### src/rtl/pbus_timeout_bridge.sv
// pbus_timeout_bridge
//   Registered bridge on the native peripheral bus. It holds one outstanding
//   CPU request and presents it, registered, to the peripheral splitter. The
//   peripheral response comes back registered. If the peripheral does not
//   answer within TIMEOUT cycles, the transaction ends with ERR_VALUE as read
//   data, and the failing address is latched.
//
// Ports
//   clk     in   system clock, rising edge
//   rst     in   asynchronous active-low reset
//   m_req   in   upstream request   {valid, addr, wdata, wstrb}
//   m_resp  out  upstream response  {rdata, ready}
//   s_req   out  downstream request {valid, addr, wdata, wstrb}
//   s_resp  in   downstream response {rdata, ready}
//   to_clr  in   clears to_flag / to_addr
//   to_flag out  sticky timeout indicator
//   to_addr out  address of the most recent timed-out request
module pbus_timeout_bridge #(
    parameter int                  ADDR_W    = 32,
    parameter int                  DATA_W    = 32,
    parameter int                  TIMEOUT   = 256,
    parameter logic [DATA_W-1:0]   ERR_VALUE = 32'hDEAD_BEEF,
    localparam int                 REQ_W     = 1 + ADDR_W + DATA_W + DATA_W/8,
    localparam int                 RESP_W    = DATA_W + 1
) (
    input  logic              clk,
    input  logic              rst,
    input  logic [REQ_W-1:0]  m_req,
    output logic [RESP_W-1:0] m_resp,
    output logic [REQ_W-1:0]  s_req,
    input  logic [RESP_W-1:0] s_resp,
    input  logic              to_clr,
    output logic              to_flag,
    output logic [ADDR_W-1:0] to_addr
);

    localparam int SW = DATA_W / 8;
    localparam int CW = $clog2(TIMEOUT + 1);
    localparam logic [CW-1:0] CNT_LAST = CW'(TIMEOUT - 1);

    localparam logic [1:0] S_IDLE = 2'd0;
    localparam logic [1:0] S_WAIT = 2'd1;
    localparam logic [1:0] S_RESP = 2'd2;

    // Unpacked bus fields
    logic              m_valid;
    logic [ADDR_W-1:0] m_addr;
    logic [DATA_W-1:0] m_wdata;
    logic [SW-1:0]     m_wstrb;
    logic              s_ready;
    logic [DATA_W-1:0] s_rdata;

    assign m_valid = m_req[REQ_W-1];
    assign m_addr  = m_req[REQ_W-2 -: ADDR_W];
    assign m_wdata = m_req[SW+DATA_W-1 -: DATA_W];
    assign m_wstrb = m_req[SW-1:0];
    assign s_ready = s_resp[0];
    assign s_rdata = s_resp[RESP_W-1:1];

    logic [1:0]        state_q,  state_d;
    logic [CW-1:0]     cnt_q,    cnt_d;
    logic [ADDR_W-1:0] addr_q,   addr_d;
    logic [DATA_W-1:0] wdata_q,  wdata_d;
    logic [SW-1:0]     wstrb_q,  wstrb_d;
    logic [DATA_W-1:0] rdata_q,  rdata_d;
    logic              flag_q,   flag_d;
    logic [ADDR_W-1:0] toaddr_q, toaddr_d;

    always_comb begin
        state_d  = state_q;
        cnt_d    = cnt_q;
        addr_d   = addr_q;
        wdata_d  = wdata_q;
        wstrb_d  = wstrb_q;
        rdata_d  = rdata_q;
        flag_d   = flag_q;
        toaddr_d = toaddr_q;

        // Clear first so a timeout in the same cycle overrides it below.
        if (to_clr) begin
            flag_d   = 1'b0;
            toaddr_d = '0;
        end

        case (state_q)
            S_IDLE: begin
                if (m_valid) begin
                    addr_d  = m_addr;
                    wdata_d = m_wdata;
                    wstrb_d = m_wstrb;
                    cnt_d   = '0;
                    state_d = S_WAIT;
                end
            end
            S_WAIT: begin
                cnt_d = cnt_q + CW'(1);
                // A slave answer takes priority over an expiring counter.
                if (s_ready) begin
                    rdata_d = s_rdata;
                    state_d = S_RESP;
                end else if (cnt_q == CNT_LAST) begin
                    rdata_d  = ERR_VALUE;
                    flag_d   = 1'b1;
                    toaddr_d = addr_q;
                    state_d  = S_RESP;
                end
            end
            S_RESP: begin
                state_d = S_IDLE;
            end
            default: begin
                state_d = S_IDLE;
            end
        endcase
    end

    always_ff @(posedge clk or negedge rst) begin
        if (!rst) begin
            state_q  <= S_IDLE;
            cnt_q    <= '0;
            addr_q   <= '0;
            wdata_q  <= '0;
            wstrb_q  <= '0;
            rdata_q  <= '0;
            flag_q   <= 1'b0;
            toaddr_q <= '0;
        end else begin
            state_q  <= state_d;
            cnt_q    <= cnt_d;
            addr_q   <= addr_d;
            wdata_q  <= wdata_d;
            wstrb_q  <= wstrb_d;
            rdata_q  <= rdata_d;
            flag_q   <= flag_d;
            toaddr_q <= toaddr_d;
        end
    end

    // valid/ready are decoded from the state register, so both drop
    // immediately on an asynchronous reset.
    assign s_req   = {(state_q == S_WAIT), addr_q, wdata_q, wstrb_q};
    assign m_resp  = {rdata_q, (state_q == S_RESP)};
    assign to_flag = flag_q;
    assign to_addr = toaddr_q;

endmodule

### config.mk
export PLATFORM = sky130hd
export DESIGN_NAME = pbus_timeout_bridge
export DESIGN_NICKNAME = d
export VERILOG_FILES = /design/src/rtl/pbus_timeout_bridge.sv
export SDC_FILE = /design/constraint.sdc
export NUM_CORES = 1
export LEC_CHECK = 0
export BUFFER_PORTS_ARGS = -buffer_cell sky130_fd_sc_hd__buf_2
export CAP_MARGIN = 30
export CORE_AREA = 2 2 112 114
export CTS_CLUSTER_DIAMETER = 40
export CTS_CLUSTER_SIZE = 12
export DETAILED_ROUTE_END_ITERATION = 16
export DIE_AREA = 0 0 114 116
export HOLD_SLACK_MARGIN = 0.03
export PLACE_DENSITY = 0.88
export REMOVE_ABC_BUFFERS = 1
export SYNTH_ARGS = -nofsm -noshare
export SYNTH_HDL_FRONTEND = slang
export SYNTH_SLANG_ARGS = --single-unit
### constraint.sdc
create_clock -name clk -period 2.5 [get_ports clk]
set_clock_uncertainty 0.15 [all_clocks]
set_input_delay 0.25 -clock clk [delete_from_list [all_inputs] [get_ports clk]]
set_output_delay 0.25 -clock clk [all_outputs]
set_load 0.01 [all_outputs]
==> results.yml, run 1 <==
status:
  status: "completed"
detailed_routing:
  drt_iter0_markers: 355
  drc: 0
  first_pass_iters: 5
  drtAntennaViolNets: 0
  finalWirelength_um: 17300
  post_drt_wl_per_cell_um: 16.4
  routed-via-count: 5406
  viasPerCell: 5.10
worst_setup_path:
  path_buf_inv: 1
  endpoint_kind: "register"
  start_kind: "register"
  cp.depth: 7
  critPathSlowestCell: "and4bb_2"
  worst_ep_arrival_time_ns: 2.34
  rr_startpoint: "cnt_q[0]$_DFFE_PN0P_"
  max_stage_delay_ns: 0.41
  crit_required_ns: 2.62
  critPathTopFamily: "simple AND/OR/NAND/NOR gates"
  critPathKind: "reg -> reg"
  crit_top_cell: "ha_1"
  crit_path_max_fanout: 55
  critPathLaunch: "cnt_q[0]$_DFFE_PN0P_"
  path_cells: "ha_1 -> nand3_1 -> nor2_1 -> ha_1 -> and4bb_2 -> buf_12 -> o21ai_0"
  r2r_cells: 7
synthesis:
  synth-seq-cells: 144
  synthCells: 561
  ys_types: 32
  ys_warn_count: 0
  avgSynthCellArea_um2: 9.89
  yosysSeqAreaShare: 0.649
  syn_area_mm2: 0.00555
clock_network:
  cts_buffers: 17
  ctsResizeCount: 0
  htreeDepth: 4
  clk_latency_ns: 0.41
  clock_sinks: 144
  clk_path_buf_depth: 2
  root_buffer: "clkbuf_16"
  clk_pin_slew_ns: 0.06
  cts_setup_buffers: 0
  cts_tree: "built"
sta:
  layout_min_cycle_time_ns: 2.22
  final_max_slew_viol_count: 0
  slew_headroom: 0.688
  worst_slew_pin_slew_ns: 0.468
  hold_viol_final: 0
  post-route-period-util: 0.886
  worst_hold_slack_ns: 0.0731
  fin_ws_ns: 0.284
  setup_violations: 0
  max_freq_ghz: 0.451
  rsz0062_at_grt: "false"
layout:
  finish.net_count: 1006
  drive_above_1_share: 0.313
  fill_cells: 804
  fin_cells: 1059
  area_delta_synth_final_pct: 54.2
  fin_area_mm2: 0.00856
place:
  place_hpwl_um: 9840
  dp.cells: 926
  placed_cell_area_mm2: 0.00688
  port_buffers: 239
  post-place-ws_ns: 0.315
  gp_routability_congestion: 0.836
floorplanning:
  core_mm2: 0.0119
  die_w_um: 114
  pin_count: 240
  num_rows: 40
  dieArea_mm2: 0.0132
  die_h_um: 116
  start_util: 0.466
global_routing:
  grt_pass1_vias: 5657
  gr-total-overflow: 0
  grt_pass1_wl_um: 27300
  grt_antenna_before_repair: 1
  grt.total_usage: 0.267
  grt_max_degree: 56
power_and_ir_drop:
  leakage_uw: 0.00450
  power.density_mw_per_mm2: 1050
  vdd_drop_max_mv: 0.690
min_path:
  min_delay_path_depth: 4
  hold_start: "s_resp[0]"
  hold_class: "in -> reg"
job:
  maxCapViolCount: 0
## worst paths after layout
check                      slack [ns]                 endpoint
max                              0.28     to_addr[9]$_DFF_PN0_
min                              0.07   state_q[0]$_DFFE_PN0P_
max reg2reg                      0.28     to_addr[9]$_DFF_PN0_
min reg2reg                      0.32   wdata_q[3]$_DFFE_PN0P_
max in group asynchronous        1.34  wdata_q[10]$_DFFE_PN0P_
min in group asynchronous        0.18   addr_q[22]$_DFFE_PN0P_
## per-layer routing
layer / share of wire / GRT usage / vias to the layer above
li1: - / - / 2484
met4: 0.040 / 0.162 / 0
met2: 0.52 / 0.457 / 288
met5: 0 / 0 / -
met3: 0.063 / 0.0785 / 70
met1: 0.37 / 0.296 / 2564
## tightest hold or removal path, cell delays in order
cell	delay, ns
buf_2	0.16
nor2_1	0.06
nand2_1	0.06
nand2_1	0.05
## per-stage QoR
stage | setup TNS (ns) | total power [uW] | util
floorplan | -21.11 | 4750 | -
global placement | 0 | 5860 | 0.577
detailed placement | 0 | 5970 | 0.577
CTS | 0 | 8940 | 0.718
global route | 0 | 9490 | 0.718
finish | 0 | 9020 | 0.718
## synth_stat cells, drive strengths merged
master	n	area, um^2
a21o	1	7.51
a21oi	1	5.00
a22o	8	70.1
and2	1	6.26
and4bb	1	12.5
buf	21	129
clkbuf	10	37.5
dfrtp	144	3600
ha	2	25.0
inv	5	28.8
mux2i	2	20.0
nand2	281	1050
nand2b	1	6.26
nand3	7	35.0
nand4	1	6.26
nor2	2	7.51
nor2b	1	6.26
nor3	2	10.0
nor3b	2	20.0
o211ai	2	15.0
o21ai	37	196
o21bai	1	7.51
o22a	24	210
o22ai	1	6.26
o31ai	1	7.51
or3b	1	8.76
or4	1	7.51
## final cells by class
class | count | area (um^2) | area share
inverters | 5 | 28.8 | 0.00336
multi-input cells | 381 | 1760 | 0.205
well taps | 147 | 184 | 0.0215
clock inverters | 11 | 210 | 0.0246
diodes | 1 | 2.50 | 0.000292
flip-flops and latches | 144 | 3600 | 0.421
repair buffers | 350 | 2310 | 0.270
clock buffers | 20 | 457 | 0.0534
## placed cells by master, fill, tap and decap left out, types with 6 or more instances in the layout
cell type      count
a22o_1             8
buf_2            238
buf_4              8
bufinv_16          6
clkbuf_16         17
dfrtp_1          144
dlygate4sd3_1    101
nand2_1          281
nand3_1            7
o21ai_0           36
o22a_1            24
## repair_timing
item	CTS	global route
endpoints found under the hold margin	196	0
hold buffers	101	0
setup endpoints to repair	0	0
## flip-flops by register name, summed over array words and instances, names as in the netlist
name,count
addr_q,32
rdata_q,32
to_addr,32
wdata_q,32
cnt_q,9
wstrb_q,4
state_q,2
to_flag,1
## kinds of logic (layout without fill, tap and decap cells)
logic type / Yosys count / count (layout) / synth area share
flops: 144 / 144 / 0.649
simple gates: 301 / 301 / 0.213
other cells: 0 / 1 / 0
fa+ha+maj: 2 / 2 / 0.00451
compound gates: 76 / 76 / 0.0947
mux: 2 / 2 / 0.00361
buf+inv: 36 / 386 / 0.0352
## where the power goes
group	leakage (uW)	switching, uW	total (uW)	internal, uW
registers	0.00181	528	3610	3080
logic	0.00237	1460	2570	1120
clock network	0.000322	928	2840	1910
total	0.00450	2910	9020	6110
Note: power is estimated with default switching activity, not from simulation.
==> run 2, diff against run 1 <==
--- a/config.mk
+++ b/config.mk
@@ -9,9 +9,9 @@
 export CAP_MARGIN = 30
 export CORE_AREA = 2 2 112 114
 export CTS_CLUSTER_DIAMETER = 40
-export CTS_CLUSTER_SIZE = 12
 export DETAILED_ROUTE_END_ITERATION = 16
 export DIE_AREA = 0 0 114 116
+export GPL_TIMING_DRIVEN = 0
 export HOLD_SLACK_MARGIN = 0.03
 export PLACE_DENSITY = 0.88
 export REMOVE_ABC_BUFFERS = 1
==> run 2 against run 1 <==
First-iteration DRC count is 17% higher; utilization is 0.51 points lower; total power shrank 4.1%; global-route usage increased by 0.11 points; largest cell class unchanged.
==> results.yml, run 2 (synthesized netlist as in run 1, its figures left out) <==
status:
  status: "completed"
detailed_routing:
  finalWirelength_um: 17300
  drt_iter0_markers: 415
  viasPerCell: 5.22
  drc: 0
  drtAntennaViolNets: 0
  first_pass_iters: 5
  routed-via-count: 5509
  post_drt_wl_per_cell_um: 16.4
place:
  place_hpwl_um: 9710
  port_buffers: 239
  placed_cell_area_mm2: 0.00690
  gp_routability_congestion: 0.776
clock_network:
  htreeDepth: 4
  clk_latency_ns: 0.41
  cts_setup_buffers: 0
  clk_pin_slew_ns: 0.06
  clock_sinks: 144
  root_buffer: "clkbuf_16"
  cts_buffers: 17
  clk_path_buf_depth: 2
  cts_tree: "built"
worst_setup_path:
  critPathSlowestCell: "nand2_1"
  path_cells: "nand2b_1 -> inv_6 -> nand2_1 -> o22a_1"
  critPathKind: "reg -> reg"
  crit_path_max_fanout: 24
  endpoint_kind: "register"
  crit_required_ns: 2.64
  max_stage_delay_ns: 0.54
  start_kind: "register"
  worst_ep_arrival_time_ns: 2.43
  critPathTopFamily: "simple AND/OR/NAND/NOR gates"
  path_buf_inv: 1
sta:
  finalSetupTns_ns: 0
  final_max_slew_viol_count: 0
  rsz0062_at_grt: "false"
  post-route-period-util: 0.916
  worst_slew_pin_slew_ns: 0.957
  layout_min_cycle_time_ns: 2.29
  max_freq_ghz: 0.437
  slew_headroom: 0.362
  hold_viol_final: 0
  worst_hold_slack_ns: 0.135
  setup_violations: 0
power_and_ir_drop:
  power.density_mw_per_mm2: 1020
  leakage_uw: 0.00446
  vdd_drop_max_mv: 0.722
global_routing:
  grt_max_degree: 75
  grt.total_usage: 0.268
  gr-total-overflow: 0
  grt_pass1_vias: 5457
  grt_pass1_wl_um: 27400
  grt_antenna_before_repair: 0
layout:
  area_delta_synth_final_pct: 53.1
  finish.net_count: 1003
  fill_cells: 786
  n_antenna_cell: 0
  drive_above_1_share: 0.304
  regArea_mm2: 0.00360
  final_common_cell: "nand2_1"
  multi_input_area_mm2: 0.00176
  layout_common_cells: "nand2_1, buf_2, dfrtp_1"
  fin_area_mm2: 0.00850
floorplanning:
  core_mm2: 0.0119
  die_w_um: 114
  num_rows: 40
  pin_count: 240
  die_h_um: 116
  start_util: 0.466
  dieArea_mm2: 0.0132
min_path:
  hold_class: "in -> reg"
job:
  maxCapViolCount: 0
-- run 2: cell types whose count changed in the layout (fill, tap and decap cells not counted), moves of 2 or more --
cell	before	now
buf_16	0	2
clkinvlp_4	2	0
buf_8	0	3
bufinv_16	6	3
buf_4	8	0
clkbuf_1	1	6
-- run 2: worst paths after layout --
| path | startpoint | endpoint | slack (ns) | depth (start not counted) |
|---|---|---|---|---|
| min | m_req[68] | cnt_q[0]$_DFFE_PN0P_ | 0.14 | 4 |
| max reg2reg | state_q[1]$_DFFE_PN0P_ | rdata_q[1]$_DFFE_PN0P_ | 0.21 | 4 |
| max | state_q[1]$_DFFE_PN0P_ | rdata_q[1]$_DFFE_PN0P_ | 0.21 | 4 |
| min in group asynchronous | rst | state_q[0]$_DFFE_PN0P_ | 0.26 | 2 |
| max in group asynchronous | rst | addr_q[29]$_DFFE_PN0P_ | 1.15 | 3 |
| min reg2reg | to_flag$_DFF_PN0_ | to_flag$_DFF_PN0_ | 0.32 | 1 |
-- run 2: report_power, final --
| part | total (uW) | internal (uW) | switching [uW] |
|---|---|---|---|
| clock network | 2480 | 1580 | 898 |
| registers | 3580 | 3080 | 502 |
| logic | 2590 | 1130 | 1460 |
| total | 8650 | 5790 | 2860 |
-- run 2: per-stage QoR --
step / util / total power, uW / cells / setup WS, ns
after CTS: 0.713 / 8580 / 1055 / 0.0873
final: 0.713 / 8650 / 1055 / 0.210
after detailed placement: 0.579 / 5960 / 922 / 0.0811
after global routing: 0.713 / 9100 / 1055 / 0.0606
after floorplan: - / 4750 / 530 / -0.310
after global placement: 0.568 / 5830 / 916 / -1.85
-- run 2: worst reg2reg max path, stage by stage, from the launching register on --
cell      delay [ns]
dfrtp_1         0.47
nand2b_1        0.40
inv_6           0.20
nand2_1         0.54
o22a_1          0.41
-- run 2: layout make-up --
type | instances | area share
clock inverter | 7 | 0.0130
timing repair buffer | 347 | 0.276
clock buffer | 24 | 0.0543
inverter | 5 | 0.00339
multi-input combinational | 381 | 0.208
tap | 147 | 0.0216
sequential | 144 | 0.424
-- run 2: routing by layer --
| metal | vias up | wire [um] | GRT usage |
|---|---|---|---|
| met4 | 0 | 591 | 0.133 |
| met1 | 2668 | 6490 | 0.315 |
| met2 | 292 | 9000 | 0.456 |
| met5 | - | 0 | 0 |
| met3 | 66 | 1230 | 0.0743 |
| li1 | 2483 | - | - |
-- run 2: timing repair --
action,CTS,global route
hold buffers,102,0
hold endpoints to repair,172,0
setup endpoints to repair,0,22
resized for setup,0,1
==> run 3, diff against run 2 <==
--- a/config.mk
+++ b/config.mk
@@ -6,7 +6,7 @@
 export NUM_CORES = 1
 export LEC_CHECK = 0
 export BUFFER_PORTS_ARGS = -buffer_cell sky130_fd_sc_hd__buf_2
-export CAP_MARGIN = 30
+export CAP_MARGIN = 20
 export CORE_AREA = 2 2 112 114
 export CTS_CLUSTER_DIAMETER = 40
 export DETAILED_ROUTE_END_ITERATION = 16
==> constraint.sdc (replaced) <==
create_clock -name clk -period 2.55 [get_ports clk]
set_clock_uncertainty 0.15 [all_clocks]
set_input_delay 0.3825 -clock clk [delete_from_list [all_inputs] [get_ports clk]]
set_output_delay 0.3825 -clock clk [all_outputs]
set_load 0.01 [all_outputs]
==> run 3 against run 2 <==
Combinational power decreased by 3%; via count decreased by 2.8%; total power decreased by 2.3%; sequential share of layout area increased by 0.56 points; wire length decreased by 3.3%; design area decreased by 1.3%; clock power decreased by 2%; hold slack got worse by 0.095 ns; critical path depth increased by 3; non-clock buffer count decreased by 11; setup slack improved by 0.091 ns; fmax increased by 1.8%; critical endpoint is now to_addr[23]$_DFF_PN0_; largest cell class unchanged.
==> results.yml, run 3 (synthesized netlist as in run 1, its figures left out) <==
status:
  status: "completed"
floorplanning:
  start_util: 0.466
  num_rows: 40
  die_w_um: 114
  core_mm2: 0.0119
  dieArea_mm2: 0.0132
  die_h_um: 116
  pin_count: 240
layout:
  area_delta_synth_final_pct: 51.1
  drive_above_1_share: 0.308
  regArea_mm2: 0.00360
  final_common_cell: "nand2_1"
  finish.net_count: 992
  n_antenna_cell: 0
  multi_input_area_mm2: 0.00176
  fill_cells: 806
  fin_area_mm2: 0.00839
  layout_common_cells: "nand2_1, buf_2, dfrtp_1"
worst_setup_path:
  crit_required_ns: 2.68
  critPathLaunch: "cnt_q[0]$_DFFE_PN0P_"
  crit_path_max_fanout: 44
  worst_ep_arrival_time_ns: 2.38
  r2r_cells: 7
  endpoint_kind: "register"
  rr_startpoint: "cnt_q[0]$_DFFE_PN0P_"
  start_kind: "register"
  endpoint: "to_addr[23]$_DFF_PN0_"
  critPathKind: "reg -> reg"
  worstReg2RegEnd: "to_addr[23]$_DFF_PN0_"
  reg2reg_slack_ns: 0.30
clock_network:
  clk_path_buf_depth: 2
  clk_pin_slew_ns: 0.06
  clock_sinks: 144
  clk_latency_ns: 0.41
  root_buffer: "clkbuf_16"
  cts_tree: "built"
  cts_buffers: 17
  htreeDepth: 4
sta:
  layout_min_cycle_time_ns: 2.25
  max_freq_ghz: 0.445
  slew_headroom: 0.358
  hold_viol_final: 0
  final_max_slew_viol_count: 0
  setup_violations: 0
  finalSetupTns_ns: 0
  worst_slew_pin_slew_ns: 0.963
  post-route-period-util: 0.882
  rsz0062_at_grt: "false"
detailed_routing:
  finalWirelength_um: 16700
  post_drt_wl_per_cell_um: 16.0
  first_pass_iters: 5
  routed-via-count: 5357
  drt_iter0_markers: 422
  viasPerCell: 5.13
  drc: 0
  drtAntennaViolNets: 0
min_path:
  hold_class: "in -> reg"
global_routing:
  top_usage_layer: "met2"
  grt_util_met2: 0.437
  grt_antenna_before_repair: 0
  grt.total_usage: 0.259
  met1_usage: 0.307
  grt_util_met3: 0.0664
  grt_pass1_wl_um: 26400
  gr-total-overflow: 0
  grt_pass1_vias: 5341
  grt_max_degree: 75
power_and_ir_drop:
  leakage_uw: 0.00442
  power.density_mw_per_mm2: 1010
  vdd_drop_max_mv: 0.723
place:
  place_hpwl_um: 9710
  port_buffers: 239
  gp_routability_congestion: 0.776
  placed_cell_area_mm2: 0.00690
job:
  maxCapViolCount: 0
-- run 3: cell types whose count changed in the layout (fill, tap and decap cells not counted) --
| cell | change |
|---|---|
| dlygate4sd3_1 | -11 |
-- run 3: layout make-up --
class | instances | area share
flip-flops and latches | 144 | 0.430
repair buffers | 336 | 0.266
multi-input cells | 381 | 0.210
clock buffers | 24 | 0.0551
well taps | 147 | 0.0219
clock inverters | 7 | 0.0131
inverters | 5 | 0.00343
-- run 3: timing repair --
item / 4_1_cts / 5_1_grt
buffers inserted: 0 / 0
hold buffers: 90 / 1
setup endpoints to repair: 0 / 15
hold endpoints to repair: 160 / 1
gates resized for setup: 0 / 1
-- run 3: through the flow --
stage | power (uW) | instances | setup WS (ns) | hold slack [ns] | util
floorplan | 4650 | 530 | -0.260 | -0.0631 | -
global route | 8900 | 1044 | 0.148 | 0.0366 | 0.704
finish | 8450 | 1044 | 0.300 | 0.0402 | 0.704
CTS | 8400 | 1043 | 0.137 | 0.0301 | 0.703
detailed placement | 5850 | 922 | 0.131 | 0.286 | 0.579
global placement | 5720 | 916 | -1.80 | 0.303 | 0.568
-- run 3: per-layer routing --
metal / part of all wire / wire length, um
met1: 0.39 / 6520
met2: 0.52 / 8710
met4: 0.033 / 549
met5: 0 / 0
met3: 0.056 / 939
-- run 3: power breakdown --
group	internal [uW]	switching, uW	leakage [uW]
logic	1100	1410	0.00233
registers	3020	489	0.00181
clock network	1550	883	0.000282
total	5670	2780	0.00442
-- run 3: critical path, stage by stage (launching register included) --
cell	delay, ns
dfrtp_1	0.39
ha_1	0.27
nand3_1	0.10
nor2_1	0.12
ha_1	0.25
and4bb_4	0.46
buf_12	0.24
o21ai_0	0.13
-- run 3: worst min path at each step --
stage | startpoint | end | slack (ns) | cells after the start
6_report | m_req[58] | addr_q[22]$_DFFE_PN0P_ | 0.04 | 3
5_1_grt | s_resp[21] | rdata_q[20]$_DFFE_PN0P_ | 0.04 | 2
3_3_place_gp | wdata_q[26]$_DFFE_PN0P_ | wdata_q[26]$_DFFE_PN0P_ | 0.30 | 2
3_5_place_dp | rst | addr_q[1]$_DFFE_PN0P_ | 0.29 | 1
4_1_cts | s_resp[23] | rdata_q[22]$_DFFE_PN0P_ | 0.03 | 2
2_1_floorplan | rst | addr_q[0]$_DFFE_PN0P_ | -0.06 | 0
